===== src/rtl/mem_stage_ctrl_if.sv =====
// Signal bundle between EX/MEM, data_memory, MEM/WB and the memory-stage controller.
interface mem_stage_ctrl_if;
    logic        ex_valid;
    logic        ex_mem_read;
    logic        ex_mem_write;
    logic        ex_jump_mem;
    logic        ex_reg_write;
    logic [5:0]  ex_rd;
    logic [31:0] ex_addr;
    logic [31:0] ex_wdata;
    logic        ex_ready;
    logic [31:0] dm_address;
    logic [31:0] dm_in;
    logic        dm_read;
    logic        dm_write;
    logic [31:0] dm_out;
    logic        wb_valid;
    logic        wb_reg_write;
    logic [5:0]  wb_rd;
    logic [31:0] wb_data;
    logic        jump_valid;
    logic [31:0] jump_target;
    logic        err;

    modport master (
        output ex_valid, ex_mem_read, ex_mem_write, ex_jump_mem, ex_reg_write,
               ex_rd, ex_addr, ex_wdata, dm_out,
        input  ex_ready, dm_address, dm_in, dm_read, dm_write,
               wb_valid, wb_reg_write, wb_rd, wb_data, jump_valid, jump_target, err
    );

    modport slave (
        input  ex_valid, ex_mem_read, ex_mem_write, ex_jump_mem, ex_reg_write,
               ex_rd, ex_addr, ex_wdata, dm_out,
        output ex_ready, dm_address, dm_in, dm_read, dm_write,
               wb_valid, wb_reg_write, wb_rd, wb_data, jump_valid, jump_target, err
    );
endinterface


===== src/rtl/mem_stage_ctrl.sv =====
// Memory-stage controller: issues data_memory strobes, hides the one-cycle read
// latency with a two-state FSM, range-checks addresses and feeds MEM/WB and JM targets.
module mem_stage_ctrl #(
    parameter int ADDR_BITS = 16
) (
    input  logic               i_clock,
    input  logic               i_reset,
    mem_stage_ctrl_if.slave    bus
);
    // state   | meaning
    // IDLE    | accepting requests, ex_ready high
    // RD_WAIT | load/JM issued, waiting one cycle for registered dm_out
    typedef enum logic [0:0] {
        IDLE    = 1'b0,
        RD_WAIT = 1'b1
    } state_t;

    state_t r_state;
    state_t w_next_state;

    logic        w_ready;
    logic        w_accept;
    logic        w_is_rd;
    logic        w_in_range;
    logic        w_multi_flag;
    logic        w_any_mem;
    logic        w_dm_read;
    logic        w_dm_write;
    logic        w_set_err;

    logic        r_rd_reg_write;
    logic [5:0]  r_rd_dest;
    logic        r_rd_is_jm;
    logic        r_rd_in_range;

    logic        r_wb_valid;
    logic        r_wb_reg_write;
    logic [5:0]  r_wb_rd;
    logic [31:0] r_wb_data;
    logic        r_jump_valid;
    logic [31:0] r_jump_target;
    logic        r_err;

    assign w_is_rd      = bus.ex_mem_read | bus.ex_jump_mem;
    assign w_in_range   = (bus.ex_addr[31:ADDR_BITS] == '0);
    assign w_any_mem    = w_is_rd | bus.ex_mem_write;
    assign w_multi_flag = (bus.ex_mem_read & bus.ex_mem_write)
                        | (bus.ex_mem_read & bus.ex_jump_mem)
                        | (bus.ex_mem_write & bus.ex_jump_mem);

    always_comb begin
        w_next_state = r_state;
        w_ready      = 1'b0;
        w_accept     = 1'b0;
        w_dm_read    = 1'b0;
        w_dm_write   = 1'b0;
        w_set_err    = 1'b0;
        case (r_state)
            IDLE: begin
                // the synchronous reset also blocks acceptance while it is held
                w_ready    = ~i_reset;
                w_accept   = bus.ex_valid & w_ready;
                w_dm_read  = w_accept & w_is_rd & w_in_range;
                w_dm_write = w_accept & bus.ex_mem_write & ~w_is_rd & w_in_range;
                w_set_err  = w_accept & (w_multi_flag | (w_any_mem & ~w_in_range));
                if (w_accept && w_is_rd) begin
                    w_next_state = RD_WAIT;
                end
            end
            RD_WAIT: begin
                w_next_state = IDLE;
            end
            default: begin
                w_next_state = IDLE;
            end
        endcase
    end

    always_ff @(posedge i_clock) begin
        if (i_reset) begin
            r_state        <= IDLE;
            r_rd_reg_write <= 1'b0;
            r_rd_dest      <= '0;
            r_rd_is_jm     <= 1'b0;
            r_rd_in_range  <= 1'b0;
            r_wb_valid     <= 1'b0;
            r_wb_reg_write <= 1'b0;
            r_wb_rd        <= '0;
            r_wb_data      <= '0;
            r_jump_valid   <= 1'b0;
            r_jump_target  <= '0;
            r_err          <= 1'b0;
        end else begin
            r_state      <= w_next_state;
            r_wb_valid   <= 1'b0;
            r_jump_valid <= 1'b0;
            if (w_set_err) begin
                r_err <= 1'b1;
            end
            if (w_accept) begin
                if (w_is_rd) begin
                    r_rd_reg_write <= bus.ex_reg_write;
                    r_rd_dest      <= bus.ex_rd;
                    r_rd_is_jm     <= bus.ex_jump_mem;
                    r_rd_in_range  <= w_in_range;
                end else begin
                    r_wb_valid     <= 1'b1;
                    r_wb_rd        <= bus.ex_rd;
                    r_wb_reg_write <= bus.ex_mem_write ? 1'b0 : bus.ex_reg_write;
                    r_wb_data      <= bus.ex_mem_write ? 32'd0 : bus.ex_addr;
                end
            end
            if (r_state == RD_WAIT) begin
                if (r_rd_is_jm) begin
                    r_jump_valid  <= 1'b1;
                    r_jump_target <= r_rd_in_range ? bus.dm_out : 32'd0;
                end else begin
                    r_wb_valid     <= 1'b1;
                    r_wb_rd        <= r_rd_dest;
                    r_wb_reg_write <= r_rd_reg_write;
                    r_wb_data      <= r_rd_in_range ? bus.dm_out : 32'd0;
                end
            end
        end
    end

    assign bus.ex_ready     = w_ready;
    assign bus.dm_address   = bus.ex_addr;
    assign bus.dm_in        = bus.ex_wdata;
    assign bus.dm_read      = w_dm_read;
    assign bus.dm_write     = w_dm_write;
    assign bus.wb_valid     = r_wb_valid;
    assign bus.wb_reg_write = r_wb_reg_write & r_wb_valid;
    assign bus.wb_rd        = r_wb_rd;
    assign bus.wb_data      = r_wb_data;
    assign bus.jump_valid   = r_jump_valid;
    assign bus.jump_target  = r_jump_target;
    assign bus.err          = r_err;
endmodule


===== src/flat_wrapper.sv =====
// flat-port wrapper written by rule: the top's interface ports become plain ports
module mem_stage_ctrl_flat 
#(
    parameter int ADDR_BITS = 16
)
  (i_clock, i_reset, bus_ex_valid, bus_ex_mem_read, bus_ex_mem_write, bus_ex_jump_mem, bus_ex_reg_write, bus_ex_rd, bus_ex_addr, bus_ex_wdata, bus_dm_out, bus_ex_ready, bus_dm_address, bus_dm_in, bus_dm_read, bus_dm_write, bus_wb_valid, bus_wb_reg_write, bus_wb_rd, bus_wb_data, bus_jump_valid, bus_jump_target, bus_err);
  mem_stage_ctrl_if bus_i ();
  input  logic i_clock;
  input  logic i_reset;
  input wire logic [$bits(bus_i.ex_valid)-1:0] bus_ex_valid;
  input wire logic [$bits(bus_i.ex_mem_read)-1:0] bus_ex_mem_read;
  input wire logic [$bits(bus_i.ex_mem_write)-1:0] bus_ex_mem_write;
  input wire logic [$bits(bus_i.ex_jump_mem)-1:0] bus_ex_jump_mem;
  input wire logic [$bits(bus_i.ex_reg_write)-1:0] bus_ex_reg_write;
  input wire logic [$bits(bus_i.ex_rd)-1:0] bus_ex_rd;
  input wire logic [$bits(bus_i.ex_addr)-1:0] bus_ex_addr;
  input wire logic [$bits(bus_i.ex_wdata)-1:0] bus_ex_wdata;
  input wire logic [$bits(bus_i.dm_out)-1:0] bus_dm_out;
  output wire logic [$bits(bus_i.ex_ready)-1:0] bus_ex_ready;
  output wire logic [$bits(bus_i.dm_address)-1:0] bus_dm_address;
  output wire logic [$bits(bus_i.dm_in)-1:0] bus_dm_in;
  output wire logic [$bits(bus_i.dm_read)-1:0] bus_dm_read;
  output wire logic [$bits(bus_i.dm_write)-1:0] bus_dm_write;
  output wire logic [$bits(bus_i.wb_valid)-1:0] bus_wb_valid;
  output wire logic [$bits(bus_i.wb_reg_write)-1:0] bus_wb_reg_write;
  output wire logic [$bits(bus_i.wb_rd)-1:0] bus_wb_rd;
  output wire logic [$bits(bus_i.wb_data)-1:0] bus_wb_data;
  output wire logic [$bits(bus_i.jump_valid)-1:0] bus_jump_valid;
  output wire logic [$bits(bus_i.jump_target)-1:0] bus_jump_target;
  output wire logic [$bits(bus_i.err)-1:0] bus_err;
  assign bus_i.ex_valid = bus_ex_valid;
  assign bus_i.ex_mem_read = bus_ex_mem_read;
  assign bus_i.ex_mem_write = bus_ex_mem_write;
  assign bus_i.ex_jump_mem = bus_ex_jump_mem;
  assign bus_i.ex_reg_write = bus_ex_reg_write;
  assign bus_i.ex_rd = bus_ex_rd;
  assign bus_i.ex_addr = bus_ex_addr;
  assign bus_i.ex_wdata = bus_ex_wdata;
  assign bus_i.dm_out = bus_dm_out;
  assign bus_ex_ready = bus_i.ex_ready;
  assign bus_dm_address = bus_i.dm_address;
  assign bus_dm_in = bus_i.dm_in;
  assign bus_dm_read = bus_i.dm_read;
  assign bus_dm_write = bus_i.dm_write;
  assign bus_wb_valid = bus_i.wb_valid;
  assign bus_wb_reg_write = bus_i.wb_reg_write;
  assign bus_wb_rd = bus_i.wb_rd;
  assign bus_wb_data = bus_i.wb_data;
  assign bus_jump_valid = bus_i.jump_valid;
  assign bus_jump_target = bus_i.jump_target;
  assign bus_err = bus_i.err;
  mem_stage_ctrl #(.ADDR_BITS(ADDR_BITS)) u_core (.i_clock(i_clock), .i_reset(i_reset), .bus(bus_i));
endmodule

===== config.mk =====
export PLATFORM = sky130hd
export DESIGN_NAME = mem_stage_ctrl_flat
export DESIGN_NICKNAME = d
export VERILOG_FILES = /design/src/rtl/mem_stage_ctrl_if.sv /design/src/rtl/mem_stage_ctrl.sv /design/src/flat_wrapper.sv
export SDC_FILE = /design/constraint.sdc
export NUM_CORES = 1
export LEC_CHECK = 0
export CAP_MARGIN = 15
export CORE_ASPECT_RATIO = 1.75
export CORE_MARGIN = 2
export CORE_UTILIZATION = 41
export DETAILED_ROUTE_END_ITERATION = 10
export PLACE_DENSITY = 0.87
export SLEW_MARGIN = 30
export SYNTH_ARGS = -nofsm -noshare
export SYNTH_HDL_FRONTEND = slang
export SYNTH_SLANG_ARGS = --single-unit

===== constraint.sdc =====
create_clock -name i_clock -period 3.2 [get_ports i_clock]
set_clock_uncertainty 0.15 [all_clocks]
set_input_delay 0.48 -clock i_clock [delete_from_list [all_inputs] [get_ports i_clock]]
set_output_delay 0.48 -clock i_clock [all_outputs]
set_load 0.02 [all_outputs]

==> results.md, run 1 <==
* Max Cap Violations at 0
* Root Buffer: clkbuf_16
* Global Route Usage Sum at ~28%
* Tmin final at about 3100 ps
* Flops & latches, synth at 84
* Synth Warn # at 0
* Setup crit end kind: output port
* Endpoint, Worst Hold: u_core.bus.jump_target[16]
* Post-CTS setup-driven buffer insertion count at 0
* Slew headroom at 53.8%
* Post-Syn Nets at 619
* Grt total ovfl at 0
* Layout area overhead at 44.4%
* Pre-Repair DR Iteration Count at 5
* Number of vias per cell at 6.01
* Finished Core Util at about three fifths
* CTS buffer count at 9
* Min-delay src: u_core.bus.jump_target[16]
* Worst IR Drop VDD at approximately 0.25 mV
* Initial antenna violation count at 0
* DIE HEIGHT at 137 µm
* Routed len/inst at ~21 µm
* Initial DRC Count at 301
* Ports at between 200 and 300
* Final net count at approximately 720
* Worst r2r src: u_core.r_rd_is_jm
* Post-route cell area at between 6000 and 7000 µm²
* Critical Path Fanout Max at 4
* Fmax at around 320 MHz
* Placed Area at approximately 5600 µm²
* Outcome: finished, final reports clean
* Gate Count Post-Synth at between 500 and 600
* IO Port Bufs at approximately 190
* PD cells at about 460 nW/µm²
* Reg2reg end: u_core.bus.wb_rd[0]
* Dpl hpwl at 11100 µm
* Startpoint Class: input port
* Lkg Pwr at 1.99 nW
* Clk buf depth at 2
* Htree depth at 3
* Row count at 48
* Netlist cell types at 34
* Slew Viols, Final at 0
* Setup slack on the worst flop-to-flop path at roughly 740 ps
* DRC at 0
* HP Class: reg2reg
* Diodes inserted at 0
* Final setup vio count at 0
* Fill cell count at just under 900
* Pin count of the biggest net entering global routing at between 40 and 50
* Post-route ant nets at 0
* Critical Path Source: bus_ex_addr[27]
* Clk slew on worst S/H paths at ~60 ps
* Initial Utilization at 42.1%
* Fraction of layout cells with a size suffix above 1 at between 7 and 8%
* Post-synthesis sequential area ratio at just over 40%
* Total vias in the final route at about 4400
* Worst reg2reg path depth at 4
* Post-synthesis area per instance at 8.18 µm²
* Worst Hold Path Cells at 2
* Final setup margin at 94.2 ps
* Hold slack at ~300 ps
* Final period utilization at a little over nine tenths
* Die W at 80.2 µm
* Core Area at around 10000 µm²
* DP Worst Slack at -23.5 ps
* CTS tree: built
* Final Hold Vio Count at 0
* Die ar. at 11000 µm²
* Worst Tran Pin Value at between 600 and 700 ps
* CP arrival at 2480 ps
* Clk_lat worst skew at about 340 ps
* Netlist area before placement at ~4200 µm²
* # clock sinks at 84
* Gpl congestion at between 0.8 and 0.9
* First-pass GRT wire length at ~23000 µm
* Setup Crit Path Kind: in2out
* Detailed-route wire length at 15500 µm
* Setup TNS at 0 ps
* Worst EP required at about 2600 ps
* RSZ-0062 raised after global routing: no
* Vias in the first global route at 4347
==> cells by family after synthesis <==
group                      share of synthesized area [%]
buffers and inverters                               17.2
DFF                                                 40.3
and+or+nand+nor                                     21.2
adders and majority gates                          0.240
AOI/OAI and AO/OA                                   20.9
muxes                                              0.240
==> layer usage <==
| metal | vias to the layer above | GRT usage, % | wire, µm |
|---|---|---|---|
| met4 | 0 | 21.4 | 1090 |
| met3 | 79 | 4.78 | 1200 |
| met5 | - | 0 | 0 |
| li1 | 2009 | - | - |
| met2 | 283 | 49.7 | 8090 |
| met1 | 2061 | 27.8 | 5100 |
==> synth_stat cells (all sizes together) <==
| cell | number | area (µm²) |
|---|---|---|
| nor3b | 1 | 18.8 |
| mux2i | 1 | 10.0 |
| nand4 | 33 | 206 |
| nand2 | 35 | 134 |
| nand4b | 19 | 166 |
| nor2b | 2 | 12.5 |
| nand3b | 1 | 7.51 |
| dfxtp | 84 | 1680 |
| nand2b | 1 | 6.26 |
| o211ai | 13 | 97.6 |
| and2 | 1 | 6.26 |
| buf | 80 | 562 |
| nor3 | 8 | 40.0 |
| nand3 | 34 | 170 |
| o21ai | 28 | 140 |
| nor4 | 4 | 25.0 |
| or3 | 1 | 6.26 |
| a2111oi | 6 | 52.6 |
| or3b | 1 | 8.76 |
| a311oi | 19 | 166 |
| a21o | 1 | 7.51 |
| maj3 | 1 | 10.0 |
| a22oi | 1 | 7.51 |
| a31oi | 14 | 87.6 |
| nor2 | 18 | 67.6 |
| or2 | 1 | 6.26 |
| o311a | 1 | 10.0 |
| inv | 1 | 3.75 |
| clkbuf | 40 | 151 |
| a21oi | 60 | 300 |
==> sequential cells by signal (all words and copies together), names as in the netlist <==
| register | count |
|---|---|
| u_core.bus.wb_rd | 6 |
| u_core.r_rd_dest | 6 |
| u_core.r_rd_reg_write | 1 |
| u_core.bus.wb_valid | 1 |
| u_core.r_state | 1 |
| u_core.bus.err | 1 |
| u_core.r_rd_in_range | 1 |
| u_core.bus.wb_data | 32 |
| u_core.bus.jump_valid | 1 |
| u_core.r_rd_is_jm | 1 |
| u_core.r_wb_reg_write | 1 |
| u_core.bus.jump_target | 32 |
==> worst max-delay path, stage by stage <==
cell	delay [ps]
clkdlybuf4s50_1	490
nor4_2	340
buf_4	150
nand4_1	210
nor2_1	180
clkdlybuf4s50_1	610
==> stage by stage <==
step,std cells,total power [mW]
after floorplan,510,1.39
after global placement,722,1.57
after detailed placement,722,1.58
after CTS,738,2.80
after global routing,738,2.87
final,738,2.79
==> layout make-up <==
class / instances / area [µm²] / area share, %
Clock buffer: 11 / 253 / 4.20
Timing Repair Buffer: 207 / 2030 / 33.7
Tap cell: 125 / 156 / 2.60
Inverter: 1 / 3.75 / 0.0623
Clock inverter: 5 / 108 / 1.79
Multi-Input combinational cell: 305 / 1790 / 29.7
Sequential cell: 84 / 1680 / 28.0
==> placed cells by master (no fill, tap or decap), types with 2 or more instances in the layout <==
cell type / n
clkdlybuf4s50_1: 183
dfxtp_1: 83
a21oi_1: 60
nand3_1: 34
nand4_1: 33
nand2_1: 33
o21ai_0: 28
buf_4: 21
nand4b_1: 19
a311oi_1: 19
nor2_1: 17
a31oi_1: 14
o211ai_1: 13
clkbuf_16: 9
nor3_1: 7
a2111oi_0: 6
nor4_1: 3
bufinv_16: 3
nor2b_1: 2
nand2_2: 2
clkinv_4: 2
clkbuf_8: 2
==> report_power, final <==
group	leakage, nW	switching, mW	internal [mW]
Combinational	1.13	0.244	0.213
Clock	0.176	0.420	0.808
Sequential	0.682	0.0235	1.08
Total	1.99	0.688	2.10
==> worst max path at each step <==
stage                     slack, ps      endpoint
after floorplan                1080   bus_dm_read
after global placement          -70   bus_dm_read
after detailed placement        -20   bus_dm_read
after CTS                        30   bus_dm_read
after global routing             70  bus_dm_write
final                            90  bus_dm_write
==> timing repair <==
action,in CTS,in global routing
gates resized for setup,1,1
hold buffers,0,0
endpoints found under the setup margin,1,1
No activity file was read; power rests on OpenSTA's default activity.
==> run 2: changes to the inputs <==
--- a/config.mk
+++ b/config.mk
@@ -8,9 +8,8 @@
 export CAP_MARGIN = 15
 export CORE_ASPECT_RATIO = 1.75
 export CORE_MARGIN = 2
-export CORE_UTILIZATION = 41
+export CORE_UTILIZATION = 25
 export DETAILED_ROUTE_END_ITERATION = 10
-export PLACE_DENSITY = 0.87
 export SLEW_MARGIN = 30
 export SYNTH_ARGS = -nofsm -noshare
 export SYNTH_HDL_FRONTEND = slang
==> run 2 against run 1 <==
- final cell count rose by 14%
- clock power fell by 14%
- global-route usage fell by 8.8 points
==> results.md, run 2 (same netlist as run 1, synthesis figures left out) <==
* Post-CTS setup-driven buffer insertion count at 0 (unchanged)
* Dpl hpwl at 12300 µm (+11%)
* Final setup vio count at 0 (unchanged)
* Die W at 102 µm (+27%)
* Clk buf depth at 2 (unchanged)
* Worst IR Drop VDD at 0.245 mV (-1.7%)
* Fmax at 327 MHz (+1.7%)
* Total vias in the final route at 4418 (-0.32%)
* CTS tree: built
* Worst EP required at 2570 ps (about the same)
* Max Cap Violations at 0 (unchanged)
* First-pass GRT wire length at 25500 µm (+11%)
* Post-route cell area at 6100 µm² (+1.4%)
* Clk_lat worst skew at 330 ps (about the same)
* Clk slew on worst S/H paths at 70 ps (about the same)
* Met1 Track Usage GR at 20.5% (-7.3 points)
* Top Usage Layer GRT: met2
* IO Port Bufs at 185 (unchanged)
* Setup Crit Path Kind: in2out
* Critical Path Fanout Max at 3 (-1)
* HP Class: in2reg
* CP max stage cell: clkdlybuf4s50_1
* Setup crit end kind: output port
* Layout area overhead at 46.4%
* Row count at 62 (+29%)
* Most frequent cells in the layout: 184 x clkdlybuf4s50_1, 82 x dfxtp_1, 60 x a21oi_1, 34 x nand3_1
* Initial Utilization at 25.5% (-17 points)
* Diodes inserted at 0 (unchanged)
* DRC at 0 (unchanged)
* Gpl congestion at 0.780 (-10%)
* Worst Tran Pin Value at 725 ps (+32.1 ps)
* Setup slack on the worst flop-to-flop path at 1130 ps (+390 ps)
* Final net count at 721 (+0.56%)
* Die ar. at 17800 µm² (+61%)
* Vias in the first global route at 4474 (+2.9%)
* DIE HEIGHT at 175 µm (+27%)
* Slew Viols, Final at 0 (unchanged)
* Pin count of the biggest net entering global routing at 48 (-2.0%)
* Fraction of layout cells with a size suffix above 1 at 8.75% (+1.1 points)
* Htree depth at 3 (unchanged)
* Outcome: finished, final reports clean
* # clock sinks at 84 (unchanged)
* Most common cell after layout, fill and taps aside: clkdlybuf4s50_1
* Resize count post-CTS at 1 (unchanged)
* Ports at 250 (unchanged)
* Detailed-route wire length at 16900 µm (+9.5%)
* RSZ-0062 raised after global routing: no
* Initial DRC Count at 196 (-35%)
* Global Route Usage Sum at 19.0% (-8.8 points)
* Placed Area at 5800 µm² (+2.7%)
* Number of vias per cell at 5.25 (-13%)
* Grt total ovfl at 0 (unchanged)
* CTS buffer count at 9 (unchanged)
* Tmin final at 3050 ps (-51.5 ps)
* Final period utilization at 95.4% (-1.6 points)
* Post-route ant nets at 0 (unchanged)
* Startpoint Class: input port
* Routed len/inst at 20.2 µm (-3.9%)
* Core Area at 16400 µm² (+65%)
* Cts hold-fix bufs at 0 (unchanged)
* Most used cell, CP: clkdlybuf4s50_1
* Root Buffer: clkbuf_16
* Finished Core Util at 37.3% (-23 points)
* PD cells at 431 nW/µm² (-6.9%)
* CP arrival at 2420 ps (-60 ps)
* Met2 usage at 33.2% (-16 points)
* Worst-path cell chain: clkdlybuf4s50_1 > nor4_1 > nand4_1 > nor3_1 > clkdlybuf4s50_1
* Final Hold Vio Count at 0 (unchanged)
* Lkg Pwr at 1.95 nW (-1.7%)
* Pre-Repair DR Iteration Count at 5 (unchanged)
* CP max stage delay at 640 ps (+30 ps)
* Slew headroom at 51.7% (-2.1 points)
* Initial antenna violation count at 0 (unchanged)
* GR Util met3 at 3.40% (-1.4 points)
==> run 2: cell count changes in the layout (fill, tap and decap cells not counted), moves of 2 or more <==
cell       change
buf_4          +6
inv_6          +2
clkbuf_8       -2
bufinv_16      -2
==> run 2: area by class of cell <==
cell class	instances	area, µm²
Clock inverter	6	70.1
Fill cell	1695	10300
Inverter	1	3.75
Multi-Input combinational cell	305	1790
Tap cell	224	280
Sequential cell	84	1680
Clock buffer	10	229
Timing Repair Buffer	211	2040
==> run 2: final timing paths <==
path                                  start                         to  depth (start not counted)
setup / recovery            bus_ex_addr[30]                bus_dm_read                          5
hold reg to reg   u_core.bus.jump_target[4]  u_core.bus.jump_target[4]                          2
hold / removal                      i_reset        u_core.r_rd_dest[3]                          2
setup reg to reg             u_core.r_state     u_core.bus.wb_data[14]                          4
==> run 2: per-layer routing <==
layer,vias to the layer above,part of all wire (%)
met3,55,6.3
met5,-,0
met2,222,52
li1,2022,-
met1,2119,36
met4,0,5.2
==> run 2: worst max-delay path: cells and delay by family <==
kind,cells,cell delay [ps]
buffers and inverters,2,1110
AND/OR/NAND/NOR,3,840
==> run 2: metrics by stage <==
| step | setup slack [ps] | cells | hold WS, ps | power [mW] | TNS [ps] |
|---|---|---|---|---|---|
| after floorplan | 1080 | 510 | 292 | 1.39 | 0 |
| after global placement | -15.0 | 825 | 292 | 1.59 | -15.0 |
| after detailed placement | -14.1 | 825 | 296 | 1.59 | -14.1 |
| after CTS | 77.8 | 841 | 249 | 2.66 | 0 |
| after global routing | 42.8 | 841 | 254 | 2.73 | 0 |
| final | 146 | 841 | 259 | 2.63 | 0 |
==> run 2: report_power, final <==
group / total, mW / switching [mW] / internal, mW
Clock: 1.06 / 0.450 / 0.613
Combinational: 0.470 / 0.254 / 0.216
Sequential: 1.10 / 0.0207 / 1.08
Total: 2.63 / 0.725 / 1.91
==> run 3: changes to the inputs <==
--- a/config.mk
+++ b/config.mk
@@ -5,7 +5,7 @@
 export SDC_FILE = /design/constraint.sdc
 export NUM_CORES = 1
 export LEC_CHECK = 0
-export CAP_MARGIN = 15
+export CAP_MARGIN = 20
 export CORE_ASPECT_RATIO = 1.75
 export CORE_MARGIN = 2
 export CORE_UTILIZATION = 25
==> results of run 3 <==
Same layout as run 2: the final DEF is identical, and so are final timing and power.
==> RTL change (settings of run 1) <==
`ADDR_BITS` is set to 16 in 2 places; all go to 15.
--- a/src/rtl/mem_stage_ctrl.sv
+++ b/src/rtl/mem_stage_ctrl.sv
@@ -1,7 +1,7 @@
 // Memory-stage controller: issues data_memory strobes, hides the one-cycle read
 // latency with a two-state FSM, range-checks addresses and feeds MEM/WB and JM targets.
 module mem_stage_ctrl #(
-    parameter int ADDR_BITS = 16
+    parameter int ADDR_BITS = 15
 ) (
     input  logic               i_clock,
     input  logic               i_reset,
--- a/src/flat_wrapper.sv
+++ b/src/flat_wrapper.sv
@@ -1,7 +1,7 @@
 // flat-port wrapper written by rule: the top's interface ports become plain ports
 module mem_stage_ctrl_flat 
 #(
-    parameter int ADDR_BITS = 16
+    parameter int ADDR_BITS = 15
 )
   (i_clock, i_reset, bus_ex_valid, bus_ex_mem_read, bus_ex_mem_write, bus_ex_jump_mem, bus_ex_reg_write, bus_ex_rd, bus_ex_addr, bus_ex_wdata, bus_dm_out, bus_ex_ready, bus_dm_address, bus_dm_in, bus_dm_read, bus_dm_write, bus_wb_valid, bus_wb_reg_write, bus_wb_rd, bus_wb_data, bus_jump_valid, bus_jump_target, bus_err);
   mem_stage_ctrl_if bus_i ();
Check against the original RTL: not equivalent (a bounded check fails within 4 cycles, from zero or initial values and one cycle with i_reset high).
==> RTL change against run 1 <==
First-iteration DRC count decreased by 9.3%; total power down 2.9%; via count shrank 7.2%; design area is 3.0% lower; wire length shrank 12%; synthesized area fell by 5.0%; sequential cell count is the same; worst setup slack improved by 0.11 ns; largest cell class unchanged.
==> RTL change: results (changes against run 1) <==
status: "finished, final reports clean"
drtIter0Drc: 273  # -9.3%
nFillCells: 810  # -6.4%
clk_share: 0.0574  # -0.00243
place_congestion: 0.793  # -8.9%
p_leak_nw: 2.02  # +1.6%
routedWlPerCell_um: 18.7  # -11%
clockPowerShare: 0.422  # -0.019
rrSetupSlack_ns: 1.19  # +0.45 ns
wl_met2_um: 7310  # -9.6%
dpl.hpwl_um: 9390  # -15%
final-nonclk-buf-share: 0.347  # +0.0102
grt_pass1_wl_um: 20700  # -9.9%
register_area_mm2: 0.00169  # +0.15%
max_stage_delay_ns: 0.47  # -0.14 ns
grt_max_degree: 76  # +55%
crit_fanout: 3  # -1
synth_fp_nets: 600  # -3.1%
met2_usage: 0.473  # -0.0236
cp-endpoint: "bus_dm_read"
ys_top_cells_by_area: "dfxtp_1 (42%), buf_4 (12%), a311oi_1 (8.6%)"
tightest_slew_ns: 0.782  # +0.0891 ns
syn-cell-area_mm2: 0.00396  # -5.0%
hold_end: "u_core.bus.jump_target[4]$_SDFFE_PP0P_"
signal_buffers: 206  # -0.48%
grt_use_total: 0.255  # -0.0231
inv_count: 3  # +2
peakVddDrop_v: 0.000269  # +7.7%
final_layout_size_suffix_gt1_frac: 0.0809  # +0.00419
cts_resized: 5  # +4
hold_start: "u_core.bus.jump_target[4]$_SDFFE_PP0P_"
met1_length_um: 4410  # -14%
synth-adder-area-share: 0  # -0.00240
multi_input_gates: 297  # -2.6%
synth.distinct_cells: 32  # -5.9%
crit_start: "bus_ex_addr[25]"
vias_per_cell: 5.65  # -6.0%
grt_use_met3: 0.0384  # -0.00948
synth_top_cells_by_count: "dfxtp_1 (84), nand2_1 (80), nand3_1 (66)"
fin_nets: 710  # -0.98%
synthMuxAreaShare: 0.0177  # +0.0153
swShare: 0.246  # -0.00134
placed_area_mm2: 0.00549  # -2.9%
multi_input_area_mm2: 0.00162  # -9.3%
p_comb_uw: 455
ys_seq_area_frac: 0.424  # +0.0210
==> RTL change: changes by cell type after synthesis, sizes merged, moves of 5 or more <==
| cell | before | now |
|---|---|---|
| nand2 | 35 | 80 |
| nand4 | 33 | 0 |
| nand3 | 34 | 66 |
| o21ai | 28 | 0 |
| a311oi | 19 | 39 |
| nand4b | 19 | 0 |
| a31oi | 14 | 0 |
| o211ai | 13 | 0 |
| clkbuf | 40 | 29 |
| mux2i | 1 | 7 |
| nor3 | 8 | 2 |
| a2111oi | 6 | 1 |
| a21oi | 60 | 65 |
==> RTL change: through the flow <==
step | hold WS, ns | utilization | worst slack (ns) | setup TNS, ns | std cells
after CTS | 0.307 | 0.621 | 0.199 | 0 | 728
after floorplan | 0.300 | - | 0.939 | 0 | 491
after global routing | 0.326 | 0.621 | 0.0991 | 0 | 728
final | 0.307 | 0.621 | 0.200 | 0 | 728
after detailed placement | 0.299 | 0.583 | -0.302 | -0.574 | 712
after global placement | 0.293 | 0.583 | -0.237 | -0.446 | 712
